==> config.mk <==
export PLATFORM = sky130hd
export DESIGN_NAME = pipe_skid_stage
export DESIGN_NICKNAME = d
export VERILOG_FILES = /design/src/rtl/pipe_skid_stage.sv
export SDC_FILE = /design/constraint.sdc
export NUM_CORES = 1
export LEC_CHECK = 0
export ABC_AREA = 0
export BUFFER_PORTS_ARGS = -buffer_cell sky130_fd_sc_hd__buf_2
export CAP_MARGIN = 20
export CORE_MARGIN = 5
export CORE_UTILIZATION = 48
export DETAILED_ROUTE_END_ITERATION = 12
export GPL_ROUTABILITY_DRIVEN = 0
export PLACE_DENSITY = 0.75
export SYNTH_ARGS = -nofsm -noshare
export SYNTH_HDL_FRONTEND = slang
export SYNTH_SLANG_ARGS = --single-unit
==> constraint.sdc <==
create_clock -name clk_i -period 1.81 [get_ports clk_i]
set_clock_uncertainty 0.1 [all_clocks]
set_input_delay 0.0905 -clock clk_i [delete_from_list [all_inputs] [get_ports clk_i]]
set_output_delay 0.0905 -clock clk_i [all_outputs]
set_load 0.1 [all_outputs]
==> src/rtl/pipe_skid_stage.sv <==
`default_nettype none
// ============================================================================
//  Module      : pipe_skid_stage
//  Description : Two-entry elastic pipeline stage (main + skid) with
//                registered outputs, registered ready, flush and a
//                saturating backpressure-cycle counter.
//  Revision    : 1.0  initial release
// ============================================================================
module pipe_skid_stage #(
    parameter int                  DATA_W   = 32,
    parameter int                  CTRL_W   = 4,
    parameter logic [CTRL_W-1:0]   CTRL_NOP = '0,
    parameter int                  CNT_W    = 16
) (
    input  logic              clk_i,
    input  logic              rst_i,
    input  logic              in_valid_i,
    output logic              in_ready_o,
    input  logic [CTRL_W-1:0] in_ctrl_i,
    input  logic [DATA_W-1:0] in_data_i,
    input  logic              flush_i,
    output logic              out_valid_o,
    input  logic              out_ready_i,
    output logic [CTRL_W-1:0] out_ctrl_o,
    output logic [DATA_W-1:0] out_data_o,
    output logic [CNT_W-1:0]  stall_cnt_o
);

    // Occupancy encoding: EMPTY (nothing), ONE (main valid), FULL (main+skid)
    localparam logic [1:0] c_ST_EMPTY = 2'd0;
    localparam logic [1:0] c_ST_ONE   = 2'd1;
    localparam logic [1:0] c_ST_FULL  = 2'd2;

    localparam logic [CNT_W-1:0] c_CNT_ONE = CNT_W'(1);
    localparam logic [CNT_W-1:0] c_CNT_MAX = '1;

    logic [1:0]        r_state;
    logic              r_out_valid;
    logic [CTRL_W-1:0] r_out_ctrl;
    logic [DATA_W-1:0] r_out_data;
    logic [CTRL_W-1:0] r_skid_ctrl;
    logic [DATA_W-1:0] r_skid_data;
    logic [CNT_W-1:0]  r_stall_cnt;

    logic              w_in_ready;
    logic              w_in_xfer;
    logic              w_out_xfer;

    // Ready comes straight from the occupancy register so upstream never
    // sees a combinational path from downstream ready or its own valid.
    assign w_in_ready = (r_state != c_ST_FULL);
    assign w_in_xfer  = in_valid_i && w_in_ready;
    assign w_out_xfer = r_out_valid && out_ready_i;

    // Occupancy and entry storage; reset beats flush, flush beats transfers.
    always_ff @(posedge clk_i) begin
        if (rst_i) begin
            r_state     <= c_ST_EMPTY;
            r_out_valid <= 1'b0;
            r_out_ctrl  <= CTRL_NOP;
            r_out_data  <= '0;
            r_skid_ctrl <= '0;
            r_skid_data <= '0;
        end else if (flush_i) begin
            // Payload registers keep their contents; only validity is dropped.
            r_state     <= c_ST_EMPTY;
            r_out_valid <= 1'b0;
            r_out_ctrl  <= CTRL_NOP;
        end else begin
            case (r_state)
                c_ST_EMPTY: begin
                    if (w_in_xfer) begin
                        r_state     <= c_ST_ONE;
                        r_out_valid <= 1'b1;
                        r_out_ctrl  <= in_ctrl_i;
                        r_out_data  <= in_data_i;
                    end
                end
                c_ST_ONE: begin
                    if (w_in_xfer && w_out_xfer) begin
                        r_out_ctrl <= in_ctrl_i;
                        r_out_data <= in_data_i;
                    end else if (w_in_xfer) begin
                        r_state     <= c_ST_FULL;
                        r_skid_ctrl <= in_ctrl_i;
                        r_skid_data <= in_data_i;
                    end else if (w_out_xfer) begin
                        r_state     <= c_ST_EMPTY;
                        r_out_valid <= 1'b0;
                        r_out_ctrl  <= CTRL_NOP;
                    end
                end
                c_ST_FULL: begin
                    if (w_out_xfer) begin
                        r_state    <= c_ST_ONE;
                        r_out_ctrl <= r_skid_ctrl;
                        r_out_data <= r_skid_data;
                    end
                end
                default: begin
                    r_state     <= c_ST_EMPTY;
                    r_out_valid <= 1'b0;
                    r_out_ctrl  <= CTRL_NOP;
                end
            endcase
        end
    end

    // Count cycles where an entry waits on downstream; saturates, survives flush.
    always_ff @(posedge clk_i) begin
        if (rst_i) begin
            r_stall_cnt <= '0;
        end else if (r_out_valid && !out_ready_i && (r_stall_cnt != c_CNT_MAX)) begin
            r_stall_cnt <= r_stall_cnt + c_CNT_ONE;
        end
    end

    assign in_ready_o  = w_in_ready;
    assign out_valid_o = r_out_valid;
    assign out_ctrl_o  = r_out_ctrl;
    assign out_data_o  = r_out_data;
    assign stall_cnt_o = r_stall_cnt;

endmodule
`default_nettype wire

==> results.sh <==
export IMPL_run_status="finished clean"
export IMPL_avgRoutedWirePerCell_um=14.6
export IMPL_grt_pass1_vias=3603
export IMPL_wirelength_um=10400
export IMPL_routed_via_density=5.47
export IMPL_synth_cell_types=41
export IMPL_grt_overflow_total=0
export IMPL_synth_nets=523
export IMPL_worstSetupEndpointType="flip-flop"
export IMPL_synthFlopType="dfxtp_1"
export IMPL_num_antenna_cells=0
export IMPL_yosysSeqAreaShare=0.453
export IMPL_yosysTopAreaCellShare=0.453
export IMPL_slew_headroom=0.673
export IMPL_cts_made_buffers=9
export IMPL_synth_area_leaders="dfxtp_1 45%, a21oi_1 11%, mux2i_1 8.5%"
export IMPL_initial_core_util=0.492
export IMPL_die_w_um=102
export IMPL_crit_fanout=5
export IMPL_synth_seq_cells=91
export IMPL_place_ws_ps=16.0
export IMPL_setup_worst_path_class="flip-flop to flip-flop"
export IMPL_synthCells=481
export IMPL_hold_viol=0
export IMPL_hpwlAfterDp_um=6690
export IMPL_hold_class="primary input to flip-flop"
export IMPL_drive_gt1_frac=0.271
export IMPL_nets=643
export IMPL_drv_cap=0
export IMPL_root_buffer="clkbuf_8"
export IMPL_worstPathArrival_ps=1960
export IMPL_clk_insertion_delay_late_ps=350
export IMPL_worst_pin_slew_ps=486
export IMPL_finalSetupTns_ps=0
export IMPL_fmax_mhz=560
export IMPL_ys_warn_count=0
export IMPL_fin_crit_ps=1790
export IMPL_fin_crit_sh=0.986
export IMPL_io_buffers=94
export IMPL_grt_usage=0.198
export IMPL_async_flop_share=0
export IMPL_dieHeight_um=102
export IMPL_grt_max_degree=62
export IMPL_syn_avg_cell_area_sq_um=8.37
export IMPL_cts_buffer_depth=2
export IMPL_yosysTopAreaCell="dfxtp_1"
export IMPL_power_density_nw_per_um2=816
export IMPL_drv_slew=0
export IMPL_dr_pass1_iters=4
export IMPL_nFillCells=689
export IMPL_rsz0062_at_grt="yes"
export IMPL_cts_tree="built"
export IMPL_postRouteAntennaNets=0
export IMPL_core_area_sq_um=8180
export IMPL_synth_edf_count=0
export IMPL_setup_ws_ps=24.4
export IMPL_syn_area_sq_um=4030
export IMPL_die_area_sq_um=10300
export IMPL_io_pins=95
export IMPL_p_leak_nw=2.29
export IMPL_area_growth_pct=33.3
export IMPL_drt_iter0_markers=122
export IMPL_ir_worst_vdd_mv=0.378
export IMPL_antenna_found_initial=0
export IMPL_htreeDepth=3
export IMPL_rows=33
export IMPL_vias=3886
export IMPL_worst_ep_required_time_ps=1980
export IMPL_critPathLaunchType="flip-flop"
export IMPL_finalSetupViolCount=0
export IMPL_grt_first_pass_wirelength_um=16600
export IMPL_clk_pin_slew_ps=80
export IMPL_drc=0
export IMPL_clock_sinks=91
where the power goes:
part           internal [mW]  leakage [nW]  switching, mW  total (mW)
clock                  0.875         0.123          0.728        1.60
sequential              2.03         0.751         0.0289        2.06
combinational          0.211          1.42          0.507       0.718
total                   3.12          2.29           1.26        4.38
layout by cell type (no fill, tap or decap), types with 5 or more instances in the layout:
cell,n
a21oi_1,88
dlygate4sd3_1,36
buf_4,14
o21ai_0,38
nand2_1,85
buf_2,93
or4_1,6
or3_1,39
dfxtp_4,17
o31ai_1,7
nor2_1,5
dfxtp_1,74
clkbuf_8,9
inv_1,5
mux2i_1,34
worst max-delay path, stage by stage (launching register included):
cell and delay (ps):
dfxtp_4 370, ha_4 150, nand3b_4 100, or4_4 520, or3_4 350, a21oi_2 120
cell type report:
type                            instances  area, sq um  area share
Inverter                                5         18.8     0.00350
Multi-Input combinational cell        347         2080       0.388
Tap cell                              105          131      0.0245
Clock inverter                          6         91.3      0.0170
Sequential cell                        91         1890       0.351
Clock buffer                           10          149      0.0277
Timing Repair Buffer                  147         1010       0.188
cells by family (layout without fill, tap and decap cells):
kind of cell               after synthesis  in the layout  share of synthesized area
and+or+nand+nor                        164            164                      0.210
AOI/OAI and AO/OA                      145            145                      0.193
DFF                                     91             91                      0.453
buffers and inverters                   43            168                     0.0491
muxes                                   36             36                     0.0901
adders and majority gates                1              1                    0.00311
xor gates and xnor gates                 1              1                    0.00218
final timing paths:
check	start	endpoint	slack (ps)	cells past startpoint
max reg2reg	stall_cnt_o[1]	stall_cnt_o[14]	20	5
max	stall_cnt_o[1]	stall_cnt_o[14]	20	5
min reg2reg	r_skid_data[0]	r_skid_data[0]	360	2
min	rst_i	stall_cnt_o[12]	20	2
per-layer routing:
| layer | track usage | part of all wire | vias to the layer above |
|---|---|---|---|
| met4 | 0.0859 | 0.023 | 0 |
| met1 | 0.239 | 0.42 | 1826 |
| met2 | 0.348 | 0.52 | 101 |
| met5 | 0 | 0 | - |
| li1 | - | - | 1939 |
| met3 | 0.0310 | 0.045 | 20 |
state kept, by name (all words and copies together), names as in the netlist:
register and cells:
out_valid_o 1, out_ctrl_o 4, r_state 2, r_skid_data 32, stall_cnt_o 16, out_data_o 32, r_skid_ctrl 4
timing repair:
item	CTS	global route
pin swaps	1	2
buffers inserted	2	0
hold buffers	36	0
resized for setup	0	6
hold endpoints to repair	40	0
setup endpoints to repair	1	6
through the flow:
step	instances	total power, mW	cell area [sq um]	hold WS (ps)	utilization
3_3_place_gp	657	2.75	4720	243	0.577
3_5_place_dp	657	2.76	4720	248	0.577
4_1_cts	711	4.42	5340	4.04	0.653
2_1_floorplan	481	2.61	4180	126	-
6_report	711	4.38	5370	23.1	0.656
5_1_grt	711	4.54	5370	26.6	0.656
cell usage after synthesis (4+ instances only):
library cell  count
buf_4             6
a21oi_1          89
o31ai_1           7
nand2_1          85
inv_1             5
dfxtp_1          91
nand4_1           4
buf_2             8
a22oi_1           4
or4_1             6
o21ai_0          38
clkbuf_1         23
or3_1            40
mux2i_1          34
nor2_1            5
Power figures use the tool's default switching activity.
